$ cat config.mk
export PLATFORM = sky130hd
export DESIGN_NAME = apx_add_err_collector_flat
export DESIGN_NICKNAME = d
export VERILOG_FILES = /design/src/rtl/apx_err_pkg.sv /design/src/rtl/apx_add_err_collector_if.sv /design/src/rtl/apx_err_stat_unit.sv /design/src/rtl/apx_add_err_collector.sv /design/src/flat_wrapper.sv
export SDC_FILE = /design/constraint.sdc
export NUM_CORES = 1
export LEC_CHECK = 0
export BUFFER_PORTS_ARGS = -buffer_cell sky130_fd_sc_hd__clkbuf_2
export CORE_ASPECT_RATIO = 2
export CORE_MARGIN = 5
export CORE_UTILIZATION = 40
export DETAILED_ROUTE_END_ITERATION = 6
export GPL_ROUTABILITY_DRIVEN = 0
export HOLD_SLACK_MARGIN = 0.1
export SLEW_MARGIN = 30
export SYNTH_ARGS = -nofsm -noshare
export SYNTH_HDL_FRONTEND = slang
export SYNTH_HIERARCHICAL = 1
export SYNTH_SLANG_ARGS = --single-unit
$ cat constraint.sdc
create_clock -name clk -period 15.4 [get_ports clk]
set_input_delay 4.62 -clock clk [delete_from_list [all_inputs] [get_ports clk]]
set_output_delay 4.62 -clock clk [all_outputs]
set_load 0.05 [all_outputs]
$ cat src/rtl/apx_err_pkg.sv
// Shared types and helpers for the approximate-adder error collector.
// Holds the FSM encoding, the difference-magnitude helper and config checks.
package apx_err_pkg;

    typedef enum logic [1:0] {
        S_IDLE  = 2'd0,
        S_RUN   = 2'd1,
        S_DRAIN = 2'd2,
        S_DONE  = 2'd3
    } state_t;

    // Wide enough for any operand width up to 64 bits plus sign
    localparam int MAG_W = 66;

    function automatic logic [MAG_W-1:0] mag_diff(
        input logic signed [MAG_W-1:0] x,
        input logic signed [MAG_W-1:0] y
    );
        logic signed [MAG_W-1:0] d;
        d = x - y;
        return (d < 0) ? MAG_W'(-d) : MAG_W'(d);
    endfunction

    function automatic bit acc_width_ok(input int op_w, input int acc_w);
        return (acc_w >= op_w + 1) && (op_w <= MAG_W - 2);
    endfunction

endpackage

$ cat src/rtl/apx_add_err_collector_if.sv
// Sample stream from the adder under test: operands plus approximate sum.
// Valid/ready handshake; the collector is the slave side.
interface apx_add_err_collector_if #(
    parameter int OP_BITWIDTH = 32
);
    logic                   in_valid;
    logic                   in_ready;
    logic [OP_BITWIDTH-1:0] a;
    logic [OP_BITWIDTH-1:0] b;
    logic [OP_BITWIDTH-1:0] c_apx;

    modport master (
        output in_valid, a, b, c_apx,
        input  in_ready
    );

    modport slave (
        input  in_valid, a, b, c_apx,
        output in_ready
    );
endinterface

$ cat src/rtl/apx_err_stat_unit.sv
// Stage 2: error magnitude against the exact sum and running statistics.
// Sum saturates at all-ones, max is unsigned, count wraps.
module apx_err_stat_unit
    import apx_err_pkg::*;
#(
    parameter int OP_BITWIDTH = 32,
    parameter int ACC_WIDTH   = 48
) (
    input  logic                   clk,
    input  logic                   rst,
    input  logic                   i_clr,
    input  logic                   i_vld,
    input  logic [OP_BITWIDTH-1:0] i_exact,
    input  logic [OP_BITWIDTH-1:0] i_capx,
    output logic [ACC_WIDTH-1:0]   o_err_sum,
    output logic [OP_BITWIDTH:0]   o_err_max,
    output logic [31:0]            o_err_count
);

    logic [OP_BITWIDTH:0] w_err;
    logic [ACC_WIDTH:0]   w_sum_ext;
    logic [ACC_WIDTH-1:0] w_sum_sat;

    always_comb begin
        w_err = (OP_BITWIDTH+1)'(mag_diff(
            MAG_W'(signed'(i_exact)),
            MAG_W'(signed'(i_capx))));
        w_sum_ext = {1'b0, o_err_sum} + (ACC_WIDTH+1)'(w_err);
        w_sum_sat = w_sum_ext[ACC_WIDTH] ? '1
                                         : w_sum_ext[ACC_WIDTH-1:0];
    end

    always_ff @(posedge clk or negedge rst) begin
        if (!rst) begin
            o_err_sum   <= '0;
            o_err_max   <= '0;
            o_err_count <= '0;
        end else if (i_clr) begin
            o_err_sum   <= '0;
            o_err_max   <= '0;
            o_err_count <= '0;
        end else if (i_vld) begin
            o_err_sum <= w_sum_sat;
            if (w_err > o_err_max)
                o_err_max <= w_err;
            if (w_err != '0)
                o_err_count <= o_err_count + 32'd1;
        end
    end

endmodule

$ cat src/rtl/apx_add_err_collector.sv
// Error collector beside an approximate adder: run FSM plus stage 1
// (exact sum), feeding the statistics unit in stage 2.
module apx_add_err_collector
    import apx_err_pkg::*;
#(
    parameter int OP_BITWIDTH        = 32,
    parameter int DATA_PATH_BITWIDTH = 32,
    parameter int NUM_SAMPLES        = 500,
    parameter int ACC_WIDTH          = 48
) (
    input  logic                     clk,
    input  logic                     rst,
    input  logic                     start,
    apx_add_err_collector_if.slave   s_bus,
    output logic [ACC_WIDTH-1:0]     err_sum,
    output logic [OP_BITWIDTH:0]     err_max,
    output logic [31:0]              err_count,
    output logic [31:0]              sample_cnt,
    output logic                     busy,
    output logic                     done
);

    generate
        if (!acc_width_ok(OP_BITWIDTH, ACC_WIDTH) ||
            DATA_PATH_BITWIDTH < OP_BITWIDTH) begin : g_bad_cfg
            $error("apx_add_err_collector: illegal width configuration");
        end
    endgenerate

    state_t                 r_state;
    logic                   r_in_ready;
    logic                   r_busy;
    logic                   r_done;
    logic [31:0]            r_cnt;
    logic                   r_s1_vld;
    logic [OP_BITWIDTH-1:0] r_s1_exact;
    logic [OP_BITWIDTH-1:0] r_s1_capx;

    logic w_accept;
    logic w_last;
    logic w_clr;

    assign w_accept = s_bus.in_valid && r_in_ready;
    assign w_last   = (r_cnt + 32'd1) == 32'(NUM_SAMPLES);
    assign w_clr    = start &&
                      (r_state == S_IDLE || r_state == S_DONE);

    always_ff @(posedge clk or negedge rst) begin
        if (!rst) begin
            r_state    <= S_IDLE;
            r_in_ready <= 1'b0;
            r_busy     <= 1'b0;
            r_done     <= 1'b0;
            r_cnt      <= '0;
            r_s1_vld   <= 1'b0;
            r_s1_exact <= '0;
            r_s1_capx  <= '0;
        end else begin
            r_s1_vld <= w_accept;
            if (w_accept) begin
                r_s1_exact <= s_bus.a + s_bus.b;
                r_s1_capx  <= s_bus.c_apx;
            end
            unique case (r_state)
                S_IDLE, S_DONE: begin
                    if (start) begin
                        r_state    <= S_RUN;
                        r_in_ready <= 1'b1;
                        r_busy     <= 1'b1;
                        r_done     <= 1'b0;
                        r_cnt      <= '0;
                    end
                end
                S_RUN: begin
                    if (w_accept) begin
                        r_cnt <= r_cnt + 32'd1;
                        if (w_last) begin
                            r_state    <= S_DRAIN;
                            r_in_ready <= 1'b0;
                        end
                    end
                end
                S_DRAIN: begin
                    // Last sample sits in stage 1 and is absorbed this edge
                    r_state <= S_DONE;
                    r_busy  <= 1'b0;
                    r_done  <= 1'b1;
                end
                default: r_state <= S_IDLE;
            endcase
        end
    end

    assign s_bus.in_ready = r_in_ready;
    assign sample_cnt     = r_cnt;
    assign busy           = r_busy;
    assign done           = r_done;

    apx_err_stat_unit #(
        .OP_BITWIDTH (OP_BITWIDTH),
        .ACC_WIDTH   (ACC_WIDTH)
    ) u_stat (
        .clk         (clk),
        .rst         (rst),
        .i_clr       (w_clr),
        .i_vld       (r_s1_vld),
        .i_exact     (r_s1_exact),
        .i_capx      (r_s1_capx),
        .o_err_sum   (err_sum),
        .o_err_max   (err_max),
        .o_err_count (err_count)
    );

endmodule
$ cat src/flat_wrapper.sv
// flat-port wrapper written by rule: the top's interface ports become plain ports
module apx_add_err_collector_flat import apx_err_pkg::*;
#(
    parameter int OP_BITWIDTH        = 32,
    parameter int DATA_PATH_BITWIDTH = 32,
    parameter int NUM_SAMPLES        = 500,
    parameter int ACC_WIDTH          = 48
)
  (clk, rst, start, err_sum, err_max, err_count, sample_cnt, busy, done, s_bus_in_valid, s_bus_a, s_bus_b, s_bus_c_apx, s_bus_in_ready);
  apx_add_err_collector_if #(.OP_BITWIDTH(OP_BITWIDTH)) s_bus_i ();
  input  logic clk;
  input  logic rst;
  input  logic start;
  output logic [ACC_WIDTH-1:0] err_sum;
  output logic [OP_BITWIDTH:0] err_max;
  output logic [31:0] err_count;
  output logic [31:0] sample_cnt;
  output logic busy;
  output logic done;
  input wire logic [$bits(s_bus_i.in_valid)-1:0] s_bus_in_valid;
  input wire logic [$bits(s_bus_i.a)-1:0] s_bus_a;
  input wire logic [$bits(s_bus_i.b)-1:0] s_bus_b;
  input wire logic [$bits(s_bus_i.c_apx)-1:0] s_bus_c_apx;
  output wire logic [$bits(s_bus_i.in_ready)-1:0] s_bus_in_ready;
  assign s_bus_i.in_valid = s_bus_in_valid;
  assign s_bus_i.a = s_bus_a;
  assign s_bus_i.b = s_bus_b;
  assign s_bus_i.c_apx = s_bus_c_apx;
  assign s_bus_in_ready = s_bus_i.in_ready;
  apx_add_err_collector #(.OP_BITWIDTH(OP_BITWIDTH), .DATA_PATH_BITWIDTH(DATA_PATH_BITWIDTH), .NUM_SAMPLES(NUM_SAMPLES), .ACC_WIDTH(ACC_WIDTH)) u_core (.clk(clk), .rst(rst), .start(start), .s_bus(s_bus_i), .err_sum(err_sum), .err_max(err_max), .err_count(err_count), .sample_cnt(sample_cnt), .busy(busy), .done(done));
endmodule
==> reports/results.ini, run 1 <==
[sta]
slew_headroom_pct=37.6
min_period_ps=7180
skew_ps=11.2
slew_violations=0
min_period_over_period_pct=46.6
finalHoldViolCount=0
setup_viol=0
worst_pin_slew_ps=921
rsz0062_at_grt=false
maxClockFrequency_mhz=139
finalSetupTns_ps=0
setup_ws_ps=8220

[setup_path]
crit_arrival_ps=7600
slowest_stage=a31oi_1
path_class=input port to register
worstPathRequired_ps=15820
worstSetupEndpointType=register
crit_path_max_incr_delay_ps=430
worstSetupStartpointType=input port
cp_max_fo=3
r2r_slack_ps=8230
r2r_start=u_core/r_s1_exact[0]$_DFFE_PN0P_
crit_top_cell=a31oi_1
worstPathCellList=clkbuf_2, ha_1, fa_1, a211o_1, a21oi_1, o221a_2, o21ai_1, a31oi_1, a31oi_2, a31oi_1, nor4_1, a311o_1
r2r_end=u_core/u_stat/o_err_sum[32]$_DFFE_PN0P_
worstRegToRegCells=24

[logic_synthesis]
synthArstFlopShare_pct=100
ys_types=97
synth_edf_count=0
syn_nets=2512
syn_inst=2268
seq_area_frac_synth_pct=29.5
syn-mean-instance-area_sq_um=8.05
synth_ff_type=dfrtp_1
ys.warnings.count=6
synth_area_sq_um=18300
synth_seq_cells=215

[cts]
ctsResizeCount=0
cts.htree.levels=1
cts_tree=yes
ctsHoldBuffers=0
clk_latency_ps=540
cts-root-buf=clkbuf_16
cts_buffers=24
cts_setup_buffers=0
clock_sinks=215
clockBufferDepth=3
clk_pin_slew_ps=60

[placement]
io_buffers=247
place_area_sq_um=20000
place_inst=2982
place_hpwl_microns=46200
dp_slack_ps=7630

[floorplan]
dieWidth_microns=161
pin_count=248
die-area_sq_um=50300
initial_utilization_pct=40.5
fp.dieH_microns=312
core_sq_um=45100
row_count=110

[global_routing]
grt_max_degree=110
globalRouteTotalUtil_pct=22.8
grt_pass1_vias=17900
antenna_found_initial=0
grt_pass1_wl_microns=94500
grt-ovfl-total=0

[cells_and_area]
multi_input_area_sq_um=12100
seq_area_sq_um=5380
stdcell_count=3025
num-fill-cells=4526
diodes=0
layout.nets=2693
layout-drive-gt1-share_pct=14.6
synthToLayoutAreaGrowth_pct=13.9
design_area_sq_um=20800

[hold_path]
worstHoldPathType=register to register
min_to=u_core/r_s1_capx[20]$_DFFE_PN0P_
holdCritStartpoint=u_core/r_s1_capx[20]$_DFFE_PN0P_
hold-path-cell-count=2

[drt]
first_iter_violations=908
drt-pass1-iter-count=6
vias=17900
finalWirelength_microns=59600
avgRoutedWirePerCell_microns=19.7
avgViaCountPerCell=5.91
drcViolationCount=0
ant_nets=0

[run]
drv_cap=0

[status]
status=complete, no violations

[power]
power_density_nw_per_um2=213
vdd_ir_drop_max_v=0.000117
finalPower_mw=4.43
p_leak_nw=9.70

==> worst max path at each step <==
stage                                           startpoint                                       to
after global routing      u_core/r_s1_exact[0]$_DFFE_PN0P_  u_core/u_stat/o_err_sum[32]$_DFFE_PN0P_
final                                           s_bus_a[0]        u_core/r_s1_exact[30]$_DFFE_PN0P_
after CTS                                       s_bus_a[0]        u_core/r_s1_exact[30]$_DFFE_PN0P_
after floorplan                                 s_bus_a[0]        u_core/r_s1_exact[30]$_DFFE_PN0P_
after detailed placement                        s_bus_a[0]        u_core/r_s1_exact[30]$_DFFE_PN0P_
after global placement                          s_bus_a[0]        u_core/r_s1_exact[30]$_DFFE_PN0P_
==> worst max-delay path: cells and delay by family <==
family                   cells  cell delay [ps]
adder cells (fa/ha/maj)      2              630
buffers and inverters        1               80
AND/OR/NAND/NOR              1               70
AO/OA/AOI/OAI                8             2190
==> sequential cells by signal, indices dropped and copies added (netlist names) <==
name / flops
u_core/u_stat/o_err_count: 32
u_core/s_bus.in_ready: 1
u_core/r_s1_exact: 32
u_core/u_stat/o_err_max: 33
u_core/sample_cnt: 32
u_core/busy: 1
u_core/done: 1
u_core/r_s1_vld: 1
u_core/u_stat/o_err_sum: 48
u_core/r_s1_capx: 32
u_core/r_state: 2
==> logic make-up after synthesis <==
logic type | Yosys count | synth area share, %
AO/OA/AOI/OAI | 597 | 22.2
XOR/XNOR | 116 | 5.56
adder cells (fa/ha/maj) | 144 | 9.99
buffers and inverters | 230 | 4.93
flip-flops | 215 | 29.5
multiplexers | 49 | 2.71
AND/OR/NAND/NOR | 917 | 25.2
==> synthesized netlist by cell type, types with 7 or more instances <==
| library cell | instances | share of area [%] |
|---|---|---|
| a211o_1 | 17 | 0.82 |
| a211oi_1 | 24 | 0.99 |
| a21o_1 | 70 | 2.9 |
| a21oi_1 | 121 | 3.3 |
| a311oi_1 | 31 | 1.5 |
| a31oi_1 | 34 | 1.2 |
| a41oi_1 | 8 | 0.38 |
| and2_1 | 20 | 0.69 |
| and3_1 | 31 | 1.1 |
| and4_1 | 14 | 0.67 |
| buf_1 | 7 | 0.14 |
| buf_2 | 15 | 0.41 |
| clkbuf_1 | 88 | 1.8 |
| dfrtp_1 | 215 | 29 |
| ha_1 | 141 | 9.7 |
| inv_1 | 114 | 2.3 |
| mux2i_1 | 45 | 2.5 |
| nand2_1 | 278 | 5.7 |
| nand2b_1 | 22 | 0.75 |
| nand3_1 | 88 | 2.4 |
| nand3b_1 | 22 | 0.90 |
| nand4_1 | 72 | 2.5 |
| nor2_1 | 195 | 4.0 |
| nor2b_1 | 18 | 0.62 |
| nor3_1 | 58 | 1.6 |
| nor3b_1 | 11 | 0.45 |
| nor4_1 | 15 | 0.51 |
| o211ai_1 | 18 | 0.74 |
| o21a_1 | 17 | 0.70 |
| o21ai_0 | 132 | 3.6 |
| o21bai_1 | 16 | 0.66 |
| o22ai_1 | 7 | 0.24 |
| o31ai_1 | 26 | 1.1 |
| or2_2 | 11 | 0.38 |
| or3_1 | 21 | 0.72 |
| or4_1 | 11 | 0.45 |
| xnor2_1 | 70 | 3.4 |
| xor2_1 | 46 | 2.2 |
==> cell usage in the layout, fill, tap and decap left out, drive strengths merged, types with 45 or more instances in the layout <==
master / instances
nand2: 278
xnor2: 70
nor3: 62
a21o: 70
mux2i: 45
xor2: 46
dfrtp: 215
o21ai: 135
nand3: 89
inv: 116
a21oi: 122
nand4: 72
clkbuf: 281
ha: 141
nor2: 198
==> cell type report <==
cell class | count | area share (%)
clock buffers | 35 | 3.43
clock inverters | 7 | 0.343
multi-input cells | 1823 | 58.0
inverters | 116 | 2.09
flip-flops and latches | 215 | 25.9
well taps | 560 | 3.37
repair buffers | 269 | 6.90
==> through the flow <==
| stage | hold slack [ps] | util (%) |
|---|---|---|
| after floorplan | 445 | - |
| after global placement | 459 | 44.2 |
| after detailed placement | 464 | 44.2 |
| after CTS | 479 | 46.0 |
| after global routing | 498 | 46.1 |
| final | 475 | 46.1 |
==> per-layer routing <==
layer	share of wire, %	wire length (microns)	GRT usage (%)	vias to the layer above
met1	37	21800	23.7	8521
met2	54	32300	44.9	541
met3	4.4	2650	2.61	143
li1	-	-	-	8666
met5	0	0	0	-
met4	4.8	2890	10.3	0
==> report_power, final <==
part | internal, mW | switching, mW
sequential | 0.684 | 0.110
clock | 0.338 | 0.248
combinational | 1.14 | 1.91
No activity file was read; power rests on OpenSTA's default activity.
==> inputs of run 2 (changes only) <==
- clock period: 15.4 -> 6.7 ns (I/O delays scaled with it)
==> reports/results.ini, run 2 (synthesis gave the netlist of run 1 again) <==
[cells_and_area]
layout-drive-gt1-share_pct=16.7
post-route-util_pct=47.0
seq_area_sq_um=5380
final_common_cell=nand2_1
synthToLayoutAreaGrowth_pct=16.1
diodes=0
final_cell_mix=nand2_1 (277), clkbuf_2 (246), dfrtp_1 (214)
max_flop_register=u_core/u_stat/o_err_sum
layout.nets=2731
largestRegisters=u_core/u_stat/o_err_sum: 48 flops, u_core/u_stat/o_err_max: 33 flops
num-fill-cells=4533
multi_input_area_sq_um=12100
largest_reg_flops=48

[placement]
place_hpwl_microns=48300
io_buffers=247

[drt]
finalWirelength_microns=61900
first_iter_violations=1104
vias=18300
avgViaCountPerCell=5.96
drt-pass1-iter-count=6
drcViolationCount=0
ant_nets=0
avgRoutedWirePerCell_microns=20.2

[power]
comb_power_share_pct=69.7
clock_power_share_pct=13.2
swShare_pct=50.8
finalPower_mw=10.7
seqPwrFrac_pct=17.1
p_leak_nw=9.94
p_int_mw=5.28
vdd_ir_drop_max_v=0.000358
power_switching_mw=5.46
power_density_nw_per_um2=506

[floorplan]
dieWidth_microns=161
initial_utilization_pct=40.5
pin_count=248
core_sq_um=45100
fp.dieH_microns=312
die-area_sq_um=50300
row_count=110

[sta]
setup_viol=0
skew_ps=17.8
worst_pin_slew_ps=890
min_period_over_period_pct=95.0
slew_violations=0
finalHoldViolCount=0
maxClockFrequency_mhz=157
min_period_ps=6370
slew_headroom_pct=40.2

[setup_path]
worstSetupEndpointType=register
path_class=register to register
crit_path_max_incr_delay_ps=460
crit_family=compound AO/OA/AOI/OAI gates
crit_top_cell=a21o_1
cp_max_fo=8
worstSetupStartpointType=register
crit_arrival_ps=6800
crit_buf_inv=2
worstPathRequired_ps=7140
slowest_stage=ha_1

[run]
drv_cap=0

[cts]
cts_tree=yes
cts.htree.levels=1
ctsHoldBuffers=0
clk_pin_slew_ps=60
clockBufferDepth=3
cts_buffers=24
clk_latency_ps=540
cts-root-buf=clkbuf_16
clock_sinks=215

[global_routing]
grt_pass1_vias=18400
antenna_found_initial=0
globalRouteTotalUtil_pct=23.5
grt-ovfl-total=0
grt_max_degree=104
grt_pass1_wl_microns=96800

[hold_path]
worstHoldPathType=register to register

[status]
status=complete, no violations

## run 2: cell count changes in the layout (fill, tap and decap cells not counted), sizes merged
cell | before | now
clkinv | 4 | 12
inv | 116 | 115
clkbuf | 281 | 275
bufinv | 1 | 3
a21oi | 122 | 123
clkinvlp | 2 | 0
buf | 23 | 60
## run 2: power groups by stage
stage	Combinational, mW	Sequential, mW	Clock (mW)
final	7.49	1.84	1.41
after global routing	8.17	1.88	1.49
after CTS	7.36	1.84	1.46
after detailed placement	7.31	1.86	0
after global placement	7.18	1.86	0
after floorplan	4.73	2.39	0
## run 2: worst paths after layout
path,from,end,slack (ps),depth (start not counted)
min in group asynchronous,rst,u_core/u_stat/o_err_max[5]$_DFFE_PN0P_,1490,1
max in group asynchronous,rst,u_core/busy$_DFFE_PN0P_,3910,2
worst min register to register,u_core/r_s1_capx[19]$_DFFE_PN0P_,u_core/r_s1_capx[19]$_DFFE_PN0P_,480,2
worst max-delay path,u_core/r_s1_exact[8]$_DFFE_PN0P_,u_core/u_stat/o_err_sum[35]$_DFFE_PN0P_,330,26
worst min-delay path,u_core/r_s1_capx[19]$_DFFE_PN0P_,u_core/r_s1_capx[19]$_DFFE_PN0P_,480,2
worst max register to register,u_core/r_s1_exact[8]$_DFFE_PN0P_,u_core/u_stat/o_err_sum[35]$_DFFE_PN0P_,330,26
## run 2: timing repair
| item | in CTS | in global routing |
|---|---|---|
| endpoints found under the hold margin | 0 | 0 |
| resized for setup | 0 | 19 |
| setup buffers | 0 | 3 |
| endpoints found under the setup margin | 0 | 54 |
## run 2: per-stage QoR
step	setup slack, ps	hold slack, ps	area, sq um	setup TNS, ps	std cells
2_1_floorplan	440	445	18300	0	2268
3_3_place_gp	223	462	20200	0	3016
3_5_place_dp	144	464	20300	0	3017
4_1_cts	115	478	21100	0	3060
5_1_grt	-13.5	492	21200	-31.9	3064
6_report	333	476	21200	0	3064
## run 2: layer usage
layer | vias up | track usage, % | wire length [microns]
met5 | - | 0 | 0
met4 | 0 | 13.0 | 3820
met3 | 164 | 2.41 | 2920
met2 | 655 | 45.6 | 33400
met1 | 8723 | 24.1 | 21800
li1 | 8721 | - | -
## run 2: area by class of cell
type | instances | share of cell area [%]
timing repair buffer | 306 | 8.10
sequential | 215 | 25.4
inverter | 116 | 2.05
clock inverter | 14 | 0.720
multi-input combinational | 1824 | 57.3
tap | 560 | 3.30
clock buffer | 29 | 3.16
## run 2: worst register-to-register path: stages (launching register included)
cell	delay (ps)
dfrtp_1	390
ha_1	460
and4_1	290
o211ai_1	130
a21o_1	270
a211o_1	380
a211oi_2	360
nor3_1	150
o2111ai_4	310
o21ai_2	120
xnor2_2	340
ha_2	420
a21o_1	170
a21o_1	180
a21o_1	180
a21o_1	170
a21oi_1	120
o21ai_0	170
o2bb2ai_1	170
a2111oi_1	380
buf_4	180
o21bai_1	80
a21oi_1	150
buf_4	140
nor2_1	80
and3_1	240
a211oi_1	250
==> inputs of run 3 (changes only) <==
- ABC_AREA: not set -> 1
==> reports/results.ini, run 3 <==
[drt]
drcViolationCount=5
drt-pass1-iter-count=7
ant_nets=0
first_iter_violations=1329
avgViaCountPerCell=5.36
avgRoutedWirePerCell_microns=17.4
vias=21200
finalWirelength_microns=68400

[global_routing]
grt-ovfl-total=0
grt_pass1_wl_microns=108000
grt_pass1_vias=21300
grt_max_degree=87
antenna_found_initial=0
globalRouteTotalUtil_pct=25.4

[floorplan]
fp.dieH_microns=320
core_sq_um=47600
initial_utilization_pct=40.4
pin_count=248
die-area_sq_um=52900
dieWidth_microns=165
row_count=113

[cells_and_area]
final_common_cell=nand2_1
largest_reg_flops=48
synthToLayoutAreaGrowth_pct=14.7
largestRegisters=u_core/u_stat/o_err_sum: 48 flops, u_core/u_stat/o_err_max: 33 flops
diodes=0
layout.nets=3538
seq_area_sq_um=5380
num-fill-cells=5115
multi_input_area_sq_um=12000
max_flop_register=u_core/u_stat/o_err_sum
layout-drive-gt1-share_pct=12.5
final_cell_mix=nand2_1 (1031), inv_1 (399), nor2_1 (276)

[setup_path]
crit_top_cell=nand2_1
worstSetupEndpointType=register
r2r_end=u_core/u_stat/o_err_sum[42]$_DFFE_PN0P_
path_class=register to register
slowest_stage=a21boi_0
cp_max_fo=37
r2r_start=u_core/r_s1_exact[0]$_DFFE_PN0P_
worstRegToRegCells=32
crit_path_start=u_core/r_s1_exact[0]$_DFFE_PN0P_
worstSetupStartpointType=register
crit_arrival_ps=6350
r2r_slack_ps=810
crit_path_max_incr_delay_ps=500
cp-endpoint=u_core/u_stat/o_err_sum[42]$_DFFE_PN0P_
worstPathRequired_ps=7150

[sta]
slew_headroom_pct=41.6
finalSetupTns_ps=0
min_period_ps=5890
finalHoldViolCount=0
hold_slack_ps=476
slew_violations=0
skew_ps=22.8
worst_pin_slew_ps=871
setup_viol=0
min_period_over_period_pct=88.0
maxClockFrequency_mhz=170
rsz0062_at_grt=false

[logic_synthesis]
syn-mean-instance-area_sq_um=6.29
synthArstFlopShare_pct=100
synth_top_area_share_pct=28.0
synth_seq_cells=215
ys_types=49
synth_ff_type=dfrtp_1
ys.warnings.count=6
synthTopCellsByArea=dfrtp_1 (28%), nand2_1 (20%), ha_1 (9.2%), inv_1 (7.8%), nand3_1 (6.1%)
syn_nets=3302
synth_area_sq_um=19200
seq_area_frac_synth_pct=28.0
syn_inst=3058
yosysMostFrequentCell=nand2_1
synth_edf_count=0
synth_top_cell_by_area=dfrtp_1
synthTopCellsByCount=nand2_1 (1032), inv_1 (401), nor2_1 (278)

[cts]
cts_setup_buffers=0
clock_sinks=215
cts.htree.levels=1
cts-root-buf=clkbuf_16
cts_buffers=24
clk_latency_ps=570
clk_pin_slew_ps=70
clockBufferDepth=3
ctsHoldBuffers=0
cts_tree=yes

[hold_path]
holdCritStartpoint=u_core/r_s1_capx[26]$_DFFE_PN0P_
worstHoldPathType=register to register

[placement]
place_hpwl_microns=56200
io_buffers=247

[power]
power_density_nw_per_um2=478
vdd_ir_drop_max_v=0.000212
p_leak_nw=11.7

[run]
drv_cap=0

[status]
failed_checks=design-rule violations
status=complete, but fails checks

==> run 3: logic make-up (layout without fill, tap and decap cells) <==
family	Yosys count	count (layout)	synth area share (%)
xor gates and xnor gates	67	67	3.05
AOI/OAI and AO/OA	415	415	11.8
DFF	215	215	28.0
and+or+nand+nor	1726	1726	37.8
buffers and inverters	491	745	9.87
adders and majority gates	144	144	9.48
==> run 3: critical path: cells and delay by family, from the launching register on <==
kind,cells,cell delay [ps]
AO/OA/AOI/OAI,6,1820
adder cells (fa/ha/maj),3,1110
buffers and inverters,3,330
flip-flops,1,350
AND/OR/NAND/NOR,20,2140
==> run 3: area by class of cell <==
class / instances / share of cell area, %
Clock buffer: 29 / 2.85
Clock inverter: 15 / 1.04
Sequential cell: 215 / 24.4
Inverter: 432 / 7.35
Timing Repair Buffer: 269 / 6.54
Multi-Input combinational cell: 2352 / 54.3
Tap cell: 632 / 3.58
==> run 3: through the flow <==
| step | utilization, % | cells | cell area [sq um] | power, mW | worst slack [ps] |
|---|---|---|---|---|---|
| after global placement | 44.5 | 3899 | 21200 | 8.94 | 907 |
| after floorplan | - | 3058 | 19200 | 6.95 | 2060 |
| after CTS | 46.3 | 3944 | 22100 | 10.5 | 705 |
| after global routing | 46.3 | 3944 | 22100 | 11.4 | 214 |
| after detailed placement | 44.5 | 3900 | 21200 | 9.02 | 740 |
| final | 46.3 | 3944 | 22100 | 10.6 | 807 |
==> run 3: power breakdown <==
| part | internal [mW] | switching [mW] |
|---|---|---|
| clock network | 0.872 | 0.604 |
| logic | 2.17 | 5.04 |
| registers | 1.59 | 0.271 |
| total | 4.63 | 5.92 |
==> run 3: what timing repair did <==
| action | CTS | global route |
|---|---|---|
| resized for setup | 0 | 1 |
| hold endpoints to repair | 0 | 0 |
| endpoints found under the setup margin | 0 | 2 |
==> run 3: worst min-delay path by stage <==
| stage | to | slack [ps] | cells after the start |
|---|---|---|---|
| 2_1_floorplan | u_core/r_s1_capx[10]$_DFFE_PN0P_ | 450 | 2 |
| 3_5_place_dp | u_core/r_s1_capx[3]$_DFFE_PN0P_ | 470 | 2 |
| 6_report | u_core/r_s1_capx[26]$_DFFE_PN0P_ | 480 | 2 |
| 5_1_grt | u_core/r_s1_capx[6]$_DFFE_PN0P_ | 490 | 2 |
| 3_3_place_gp | u_core/r_s1_capx[17]$_DFFE_PN0P_ | 470 | 2 |
| 4_1_cts | u_core/r_s1_capx[27]$_DFFE_PN0P_ | 480 | 2 |
==> run 3: routing by layer <==
metal | global-route usage [%] | share of wire [%] | vias up
met5 | 0 | 0 | -
met3 | 3.06 | 5.3 | 264
met2 | 48.0 | 53 | 793
met1 | 25.1 | 34 | 9758
li1 | - | - | 10300
met4 | 17.0 | 7.7 | 0
